`src/rtl/gpio_cfg_pkg.sv`:
```
// Shared constants for the GPIO configuration serial chain: word width,
// decoded bit offsets and the two reset configurations used along the chain.
package gpio_cfg_pkg;

  localparam int IO_CTRL_BITS = 13;

  // Bit positions of the decoded controls inside a pad configuration word
  localparam int OEB     = 1;
  localparam int INP_DIS = 3;

  // Reset configurations: bidirectional pads vs. input-only pads
  localparam logic [IO_CTRL_BITS-1:0] CFG_BIDIR = 13'h1803;
  localparam logic [IO_CTRL_BITS-1:0] CFG_INPUT = 13'h0403;

  // Reset configuration for pad idx in a chain of n pads: the two pads at
  // each end of the chain are bidirectional, everything else is input-only.
  function automatic logic [IO_CTRL_BITS-1:0] pad_reset_cfg(input int idx, input int n);
    if (idx == 0 || idx == 1 || idx == n - 2 || idx == n - 1) begin
      return CFG_BIDIR;
    end
    return CFG_INPUT;
  endfunction

endpackage

```
`src/rtl/gpio_cfg_deserializer.sv`:
```
// Per-pad receiver for the GPIO configuration serial chain. Edge-detects the
// loader's serial clock and strobe in the wb_clk_i domain, shifts data MSB
// first, retimes clock/strobe/data to the next pad, and latches a complete
// configuration word on an aligned load strobe.
//
// Serial protocol (all levels sampled on wb_clk_i):
//   rise        : serial_clock_in 0->1, shifts serial_data_in into shreg.
//   load        : serial_resetn_in 1->0 while serial_clock_in=1; latches
//                 shreg only if a whole number of words has been shifted.
//   chain reset : serial_resetn_in=0 while serial_clock_in=0; clears the
//                 partial shift state, keeps the latched configuration.
// A rise and a load in the same cycle shift first, then evaluate the load.
module gpio_cfg_deserializer #(
  parameter int                      IO_CTRL_BITS = gpio_cfg_pkg::IO_CTRL_BITS,
  parameter logic [IO_CTRL_BITS-1:0] RESET_CFG    = gpio_cfg_pkg::CFG_INPUT
) (
  input  logic                    wb_clk_i,
  input  logic                    wb_rst_i,
  input  logic                    serial_clock_in,
  input  logic                    serial_resetn_in,
  input  logic                    serial_data_in,
  output logic                    serial_clock_out,
  output logic                    serial_resetn_out,
  output logic                    serial_data_out,
  output logic [IO_CTRL_BITS-1:0] pad_cfg,
  output logic                    pad_oeb,
  output logic                    pad_inp_dis,
  output logic                    cfg_valid,
  output logic                    cfg_update,
  output logic                    load_err
);

  import gpio_cfg_pkg::*;

  localparam int             MSB      = IO_CTRL_BITS - 1;
  localparam logic [3:0]     LAST_BIT = 4'(IO_CTRL_BITS - 1);

  logic                    clk_q;
  logic                    rstn_q;
  logic [IO_CTRL_BITS-1:0] shreg;
  logic [3:0]              bit_cnt;

  logic                    rise;
  logic                    load;
  logic                    chain_rst;
  logic [IO_CTRL_BITS-1:0] shreg_nxt;
  logic [3:0]              cnt_nxt;

  // Events are qualified against the previous-cycle copies, so held levels
  // (slow bit-banged inputs) never re-trigger.
  assign rise      = serial_clock_in & ~clk_q;
  assign load      = ~serial_resetn_in & rstn_q & serial_clock_in;
  assign chain_rst = ~serial_resetn_in & ~serial_clock_in;

  // Post-event shift state; the load decision looks at these values so a
  // rise coinciding with the load is already included.
  always_comb begin
    shreg_nxt = shreg;
    cnt_nxt   = bit_cnt;
    if (chain_rst) begin
      shreg_nxt = '0;
      cnt_nxt   = '0;
    end else if (rise) begin
      shreg_nxt = {shreg[MSB-1:0], serial_data_in};
      cnt_nxt   = (bit_cnt == LAST_BIT) ? 4'd0 : bit_cnt + 4'd1;
    end
  end

  // Edge-detect history, shift register and bit counter
  always_ff @(posedge wb_clk_i) begin
    if (wb_rst_i) begin
      clk_q   <= 1'b0;
      rstn_q  <= 1'b0;
      shreg   <= '0;
      bit_cnt <= '0;
    end else begin
      clk_q   <= serial_clock_in;
      rstn_q  <= serial_resetn_in;
      shreg   <= shreg_nxt;
      bit_cnt <= cnt_nxt;
    end
  end

  // One-cycle retiming towards the next pad; data carries the pre-shift MSB
  always_ff @(posedge wb_clk_i) begin
    if (wb_rst_i) begin
      serial_clock_out  <= 1'b0;
      serial_resetn_out <= 1'b0;
      serial_data_out   <= 1'b0;
    end else begin
      serial_clock_out  <= serial_clock_in;
      serial_resetn_out <= serial_resetn_in;
      serial_data_out   <= shreg[MSB];
    end
  end

  // Configuration latch with clean-load / misaligned-load pulses
  always_ff @(posedge wb_clk_i) begin
    if (wb_rst_i) begin
      pad_cfg    <= RESET_CFG;
      cfg_valid  <= 1'b0;
      cfg_update <= 1'b0;
      load_err   <= 1'b0;
    end else begin
      cfg_update <= 1'b0;
      load_err   <= 1'b0;
      if (load) begin
        if (cnt_nxt == 4'd0) begin
          pad_cfg    <= shreg_nxt;
          cfg_update <= 1'b1;
          cfg_valid  <= 1'b1;
        end else begin
          load_err   <= 1'b1;
        end
      end
    end
  end

  assign pad_oeb     = pad_cfg[OEB];
  assign pad_inp_dis = pad_cfg[INP_DIS];

endmodule
```
`config.mk`:
```
export PLATFORM = sky130hd
export DESIGN_NAME = gpio_cfg_deserializer
export DESIGN_NICKNAME = d
export VERILOG_FILES = /design/src/rtl/gpio_cfg_pkg.sv /design/src/rtl/gpio_cfg_deserializer.sv
export SDC_FILE = /design/constraint.sdc
export NUM_CORES = 1
export LEC_CHECK = 0
export BUFFER_PORTS_ARGS = -buffer_cell sky130_fd_sc_hd__buf_4
export CAP_MARGIN = 10
export CORE_UTILIZATION = 43
export DETAILED_ROUTE_END_ITERATION = 8
export PLACE_DENSITY = 0.63
export SKIP_CTS_REPAIR_TIMING = 1
export SLEW_MARGIN = 20
export SYNTH_ARGS = -nofsm -noshare
export SYNTH_HDL_FRONTEND = slang
export SYNTH_SLANG_ARGS = --single-unit
```
`constraint.sdc`:
```
create_clock -name wb_clk_i -period 2.4 [get_ports wb_clk_i]
set_input_delay 0.24 -clock wb_clk_i [delete_from_list [all_inputs] [get_ports wb_clk_i]]
set_output_delay 0.24 -clock wb_clk_i [all_outputs]
set_load 0.05 [all_outputs]
```
# Word level (Yosys, flattened, before mapping)
# Index checks and enable logic that the tools add are counted.
dict set report op_classes {
  n_eq_ne 1
  add_sub_neg 1
  reduce_logical 3
  bitwise 8
  muxes 7
}
# op count
set op_table {}
lappend op_table {{$mux 13} 2}
lappend op_table {{$mux 4} 3}
lappend op_table {{$add 4x1->4 const B} 1}
lappend op_table {{$and 1x1->1} 4}
lappend op_table {{$eq 4x4->1 const B} 1}
lappend op_table {{$logic_not 4->1} 1}
lappend op_table {{$not 1->1} 4}
lappend op_table {{$mux 1} 2}
lappend op_table {{$reduce_and 2->1} 1}
lappend op_table {{$reduce_or 2->1} 1}
dict set report word_totals {
  out_inout_bits 21
  regBits 36
  wordCells 29
  inputBits 5
}

# Longest topological paths before layout
dict set report logic_depth {
  depth_word 6
  depth_mapped 7
  mapped_depth_nobuf 6
}

# Least setup slack after synthesis
# OpenSTA, ideal clock, no wires.
dict set report synth_path {
  path_type {register to register}
  start {register, netlist name serial_clock_out}
  end {register pad_cfg[11]}
  slack_ns 0.321
  stages_incl_launch_ff 7
  t_required_ns 2.279
  synth_period_minus_slack_ns 2.079
  n_path_buf 2
  t_arrival_ns 1.958
  setup_ns 0.121
  cell_sequence {dfxtp_1 -> buf_6 -> and4b_1 -> a32o_2 -> o211ai_4 -> buf_12 -> mux2_4}
}
# item line
set synth_rtl {}
lappend synth_rtl {{to (signal assigned)} gpio_cfg_deserializer.sv:109} ;# pad_cfg <= shreg_nxt;
lappend synth_rtl {{to (decl)} gpio_cfg_deserializer.sv:25} ;# output logic [IO_CTRL_BITS-1:0] pad_cfg,

# Final worst setup path
dict set report layout_path {
  start {register bit_cnt[0]}
  end {register pad_cfg[2]}
}
dict set report layout_via {
  elab_chain_len 6
  word_cells_on_any_way 7
  classes_between {add/sub (1); eq/ne (1); mux (3); reduce/logical (2)}
}
# item line
set layout_rtl {}
lappend layout_rtl {{from (decl)} gpio_cfg_deserializer.sv:41} ;# logic [3:0] bit_cnt;
lappend layout_rtl {{from (signal assigned)} gpio_cfg_deserializer.sv:80} ;# bit_cnt <= cnt_nxt;
lappend layout_rtl {{$add 4x1->4 / $eq 4x4->1 (equally long branches)} gpio_cfg_deserializer.sv:65} ;# cnt_nxt = (bit_cnt == LAST_BIT) ? 4'd0 : bit_cnt + 4'd1;
lappend layout_rtl {{$mux 4} gpio_cfg_deserializer.sv:65}
lappend layout_rtl {{$mux 4 *} gpio_cfg_deserializer.sv:63} ;# end else if (rise) begin
lappend layout_rtl {{$mux 4 *} gpio_cfg_deserializer.sv:60} ;# if (chain_rst) begin
lappend layout_rtl {{$logic_not 4->1 *} gpio_cfg_deserializer.sv:108} ;# if (cnt_nxt == 4'd0) begin
lappend layout_rtl {{$reduce_and 2->1 (no source line) *} -}
# Every way passes the cells marked *; elsewhere a longest branch is shown, timed or not.
# A chain may end at the register's enable or synchronous reset.

==> summary.md <==
| Metric | Value |
|---|---|
| Worst reg-to-reg path cell count | `6` |
| Final hold violation count | `0` |
| First-pass GRT wire length | `between 4 and 5 mm` |
| Worst r2r src | `bit_cnt[0]` |
| Die Y | `62.31 um` |
| Largest net degree at the start of global routing | `30` |
| Layout cells sized above 1 | `between 30% and 40%` |
| CP startpoint kind | `flop` |
| Initial antenna violation count | `0` |
| Peak per-stage delay on the critical path | `between 0.4 and 0.5 ns` |
| Placer Congestion | `approximately 0.75` |
| Area Growth Syn to Fin | `16.00%` |
| Die X | `62.31 um` |
| Crit-path max FO | `11` |
| Crit path capture type | `flop` |
| CTS tree | `yes` |
| DR WL/cell | `about 12 um` |
| WP data required | `2.63 ns` |
| Post-DRT Antenna Nets | `0` |
| # IOs | `26` |
| Crit path launch | `bit_cnt[0]` |
| Total power | `approximately 1000 uW` |
| Clock Latency Late Sink | `0.34 ns` |
| Worst rel slew slack | `52.47%` |
| Final setup vio count | `0` |
| Total Neg Setup Slack | `0 ns` |
| Final period util | `between 80% and 90%` |
| P_sw | `between 200 and 300 uW` |
| Clock Pin Slew Worst Setup and Hold Paths | `~0.11 ns` |
| Outcome | `complete, no violations` |
| Critical path class | `flop to flop` |
| WP data arrival | `~2.3 ns` |
| Final Skew | `around 0.011 ns` |
| Critical Path Stages | `6` |
| Drt drc | `0` |
| CP bufs+invs | `1` |
| Register area share after synthesis | `46.08%` |
| Post-Synthesis Cell Area | `1564 sq um` |
| Leak | `0.0007566 uW` |
| Final worst setup slack | `about 0.33 ns` |
| Syn nets | `162` |
| Combinational group share of total power | `around a tenth` |
| Top delay family on crit path | `compound AO/OA/AOI/OAI gates` |
| #FFs+latches synth | `36` |
| CP Capture Point | `pad_cfg[2]` |
| Dpl ws | `between 0.3 and 0.4 ns` |
| Iter 0 DRT Violations | `30` |
| Synth area leaders | `dfxtp_1 (46%), nor2b_1 (7.2%), mux2_4 (6.7%)` |
| Switching share of power | `between 20% and 30%` |
| Clock share of power | `a little under a third` |
| Crit-path cells | `inv_1, ha_1, nand3_1, o22ai_2, o211ai_4, mux2_2` |
| Avg Inst Size Synth | `10.09 sq um` |
| Cells after synthesis | `approximately 160` |
| Clock sinks | `36` |
| Int Power | `~760 uW` |
| Slowest CP cell | `dfxtp_1` |
| Yosys warns | `0` |
| Post-Place Cell Area | `1760 sq um` |
| Dpl hpwl | `a little under 2 mm` |
| Area leader, netlist | `dfxtp_1` |
| Vias in the first global route | `between 1000 and 1500` |
| R2R Path End | `pad_cfg[2]` |
| Root Driver | `clkbuf_4` |
| Synth top area share | `between 40 and 50%` |
| H-Tree Depth | `2` |
| First drt pass iteration count | `4` |
| RSZ-0062 raised after global routing | `no` |
| FF+latch area | `720.7 sq um` |
| Fmax achieved | `483.5 MHz` |
| Routed WL | `about 2.8 mm` |
| Count of nets after finishing | `187` |
| Number of fill cells | `344` |
| Fin area | `around 1800 sq um` |
| Hold/Removal Path Class | `primary input to flop` |
| Final Critical Period | `between 2 and 2.5 ns` |
| Die ar. | `between 3000 and 4000 sq um` |
| FP Rows | `21` |
| Gr ovfl total | `0` |
| Multi-input gate area | `about 760 sq um` |
| Diode count | `0` |
| Peak supply drop | `0.0003339 V` |
| Final slew viol count | `0` |
| Via count | `between 1000 and 1500` |
| Vias per Instance | `around 5.1` |
| Slew of the pin with the lowest slew margin | `0.7115 ns` |
| Max-cap violations | `0` |
| Gr usage total | `16.44%` |
| Initial core utilization | `between 40% and 50%` |
| Sequential power share | `59.8%` |
| Port Buf Inserts | `25` |
| Clock Tree Buf Depth | `2` |
| Synth cell types | `33` |
| PwrDens | `~570 nW/um^2` |
| R2R Setup Slk | `0.33 ns` |
| CORE AREA | `3416 sq um` |
| CTS Buf Count | `5` |
[through the flow]
stage / util, % / cells / hold WS (ns)
after global routing: 53.11 / 227 / 0.1632
after detailed placement: 51.54 / 219 / 0.4548
after global placement: 51.54 / 219 / 0.4374
after CTS: 53.11 / 227 / 0.1593
after floorplan: - / 155 / 0.3682
final: 53.11 / 227 / 0.1791
[state kept, by name, summed over array words and instances (netlist names)]
register           cells
bit_cnt                4
shreg                 13
serial_data_out        1
serial_resetn_out      1
cfg_update             1
serial_clock_out       1
cfg_valid              1
load_err               1
pad_cfg               13
[power groups by stage]
stage / Combinational, uW / Sequential (uW) / Clock, uW
5_1_grt: 104 / 616 / 364
3_3_place_gp: 95.3 / 627 / 0
2_1_floorplan: 60.4 / 639 / 0
4_1_cts: 97.2 / 614 / 331
6_report: 95.9 / 614 / 317
3_5_place_dp: 96.7 / 627 / 0
[cells by family (layout without fill, tap and decap cells)]
kind of cell	after synthesis	in the layout	share of synthesized area [%]
AND/OR/NAND/NOR	62	62	20.08
AO/OA/AOI/OAI	22	22	11.44
flip-flops	36	36	46.08
multiplexers	18	18	14.40
buffers and inverters	13	39	5.279
adder cells (fa/ha/maj)	2	2	1.600
XOR/XNOR	2	2	1.120
[layout make-up]
cell class                      instances  area share, %
Multi-Input combinational cell        106          41.93
Sequential cell                        36          39.72
Timing Repair Buffer                   28          11.59
Tap cell                               46          3.172
Clock buffer                            7          2.483
Inverter                                3         0.6207
Clock inverter                          1         0.4828
[layer usage]
layer / share of wire, % / track usage [%]
met5: 0 / 0
met4: 1.5 / 8.721
met3: 4.6 / 5.882
met2: 49 / 27.47
met1: 45 / 18.21
[worst register-to-register path: cells and delay by family (launching register included)]
kind            cells  cell delay (ns)
flops               1             0.49
fa+ha+maj           1             0.20
compound gates      2             0.64
buf+inv             1             0.08
simple gates        1             0.16
mux                 1             0.40
[Yosys cell counts]
cell	count
nor2_1	10
o22ai_2	1
buf_12	1
nor2_2	1
nand3b_1	3
ha_1	2
or2_2	1
nor3b_1	1
nand2b_1	1
o211ai_4	1
mux2_4	7
buf_6	1
a22oi_1	4
nand4_1	1
buf_4	2
mux2i_1	3
nand2_1	21
xor2_1	2
a22oi_4	1
nor2b_1	18
nor3_1	3
a21oi_1	11
inv_1	3
o21bai_1	1
clkbuf_1	4
buf_2	2
mux2_2	8
a32o_2	1
a21bo_1	1
o21ba_2	1
nand3_1	1
dfxtp_1	36
and4b_1	1
[placed cells by master (no fill, tap or decap)]
cell type / count
nor2b_1: 18
clkbuf_1: 2
a22oi_1: 4
xor2_1: 2
or2_2: 1
o22ai_2: 1
mux2i_1: 3
o211ai_4: 1
o21bai_1: 1
nand3_1: 1
nand4_1: 1
a21oi_1: 11
dfxtp_1: 36
a32o_2: 1
nor3b_1: 1
nor2_1: 10
nand2b_1: 1
a22oi_4: 1
and4b_1: 1
nand3b_1: 3
mux2_4: 7
ha_1: 2
buf_4: 28
nand2_1: 21
inv_1: 3
clkinv_4: 1
nor2_2: 1
o21ba_2: 1
mux2_2: 8
clkbuf_4: 5
a21bo_1: 1
nor3_1: 3
[worst min path at each step]
stage,endpoint,slack (ns),cells after the start,from
after global placement,cfg_valid,0.44,2,cfg_valid
final,serial_resetn_out,0.18,2,serial_resetn_in
after detailed placement,cfg_valid,0.45,2,cfg_valid
after global routing,serial_resetn_out,0.16,2,serial_resetn_in
after CTS,serial_resetn_out,0.16,2,serial_resetn_in
after floorplan,serial_resetn_out,0.37,1,serial_resetn_in
No activity file was read; power rests on OpenSTA's default activity.
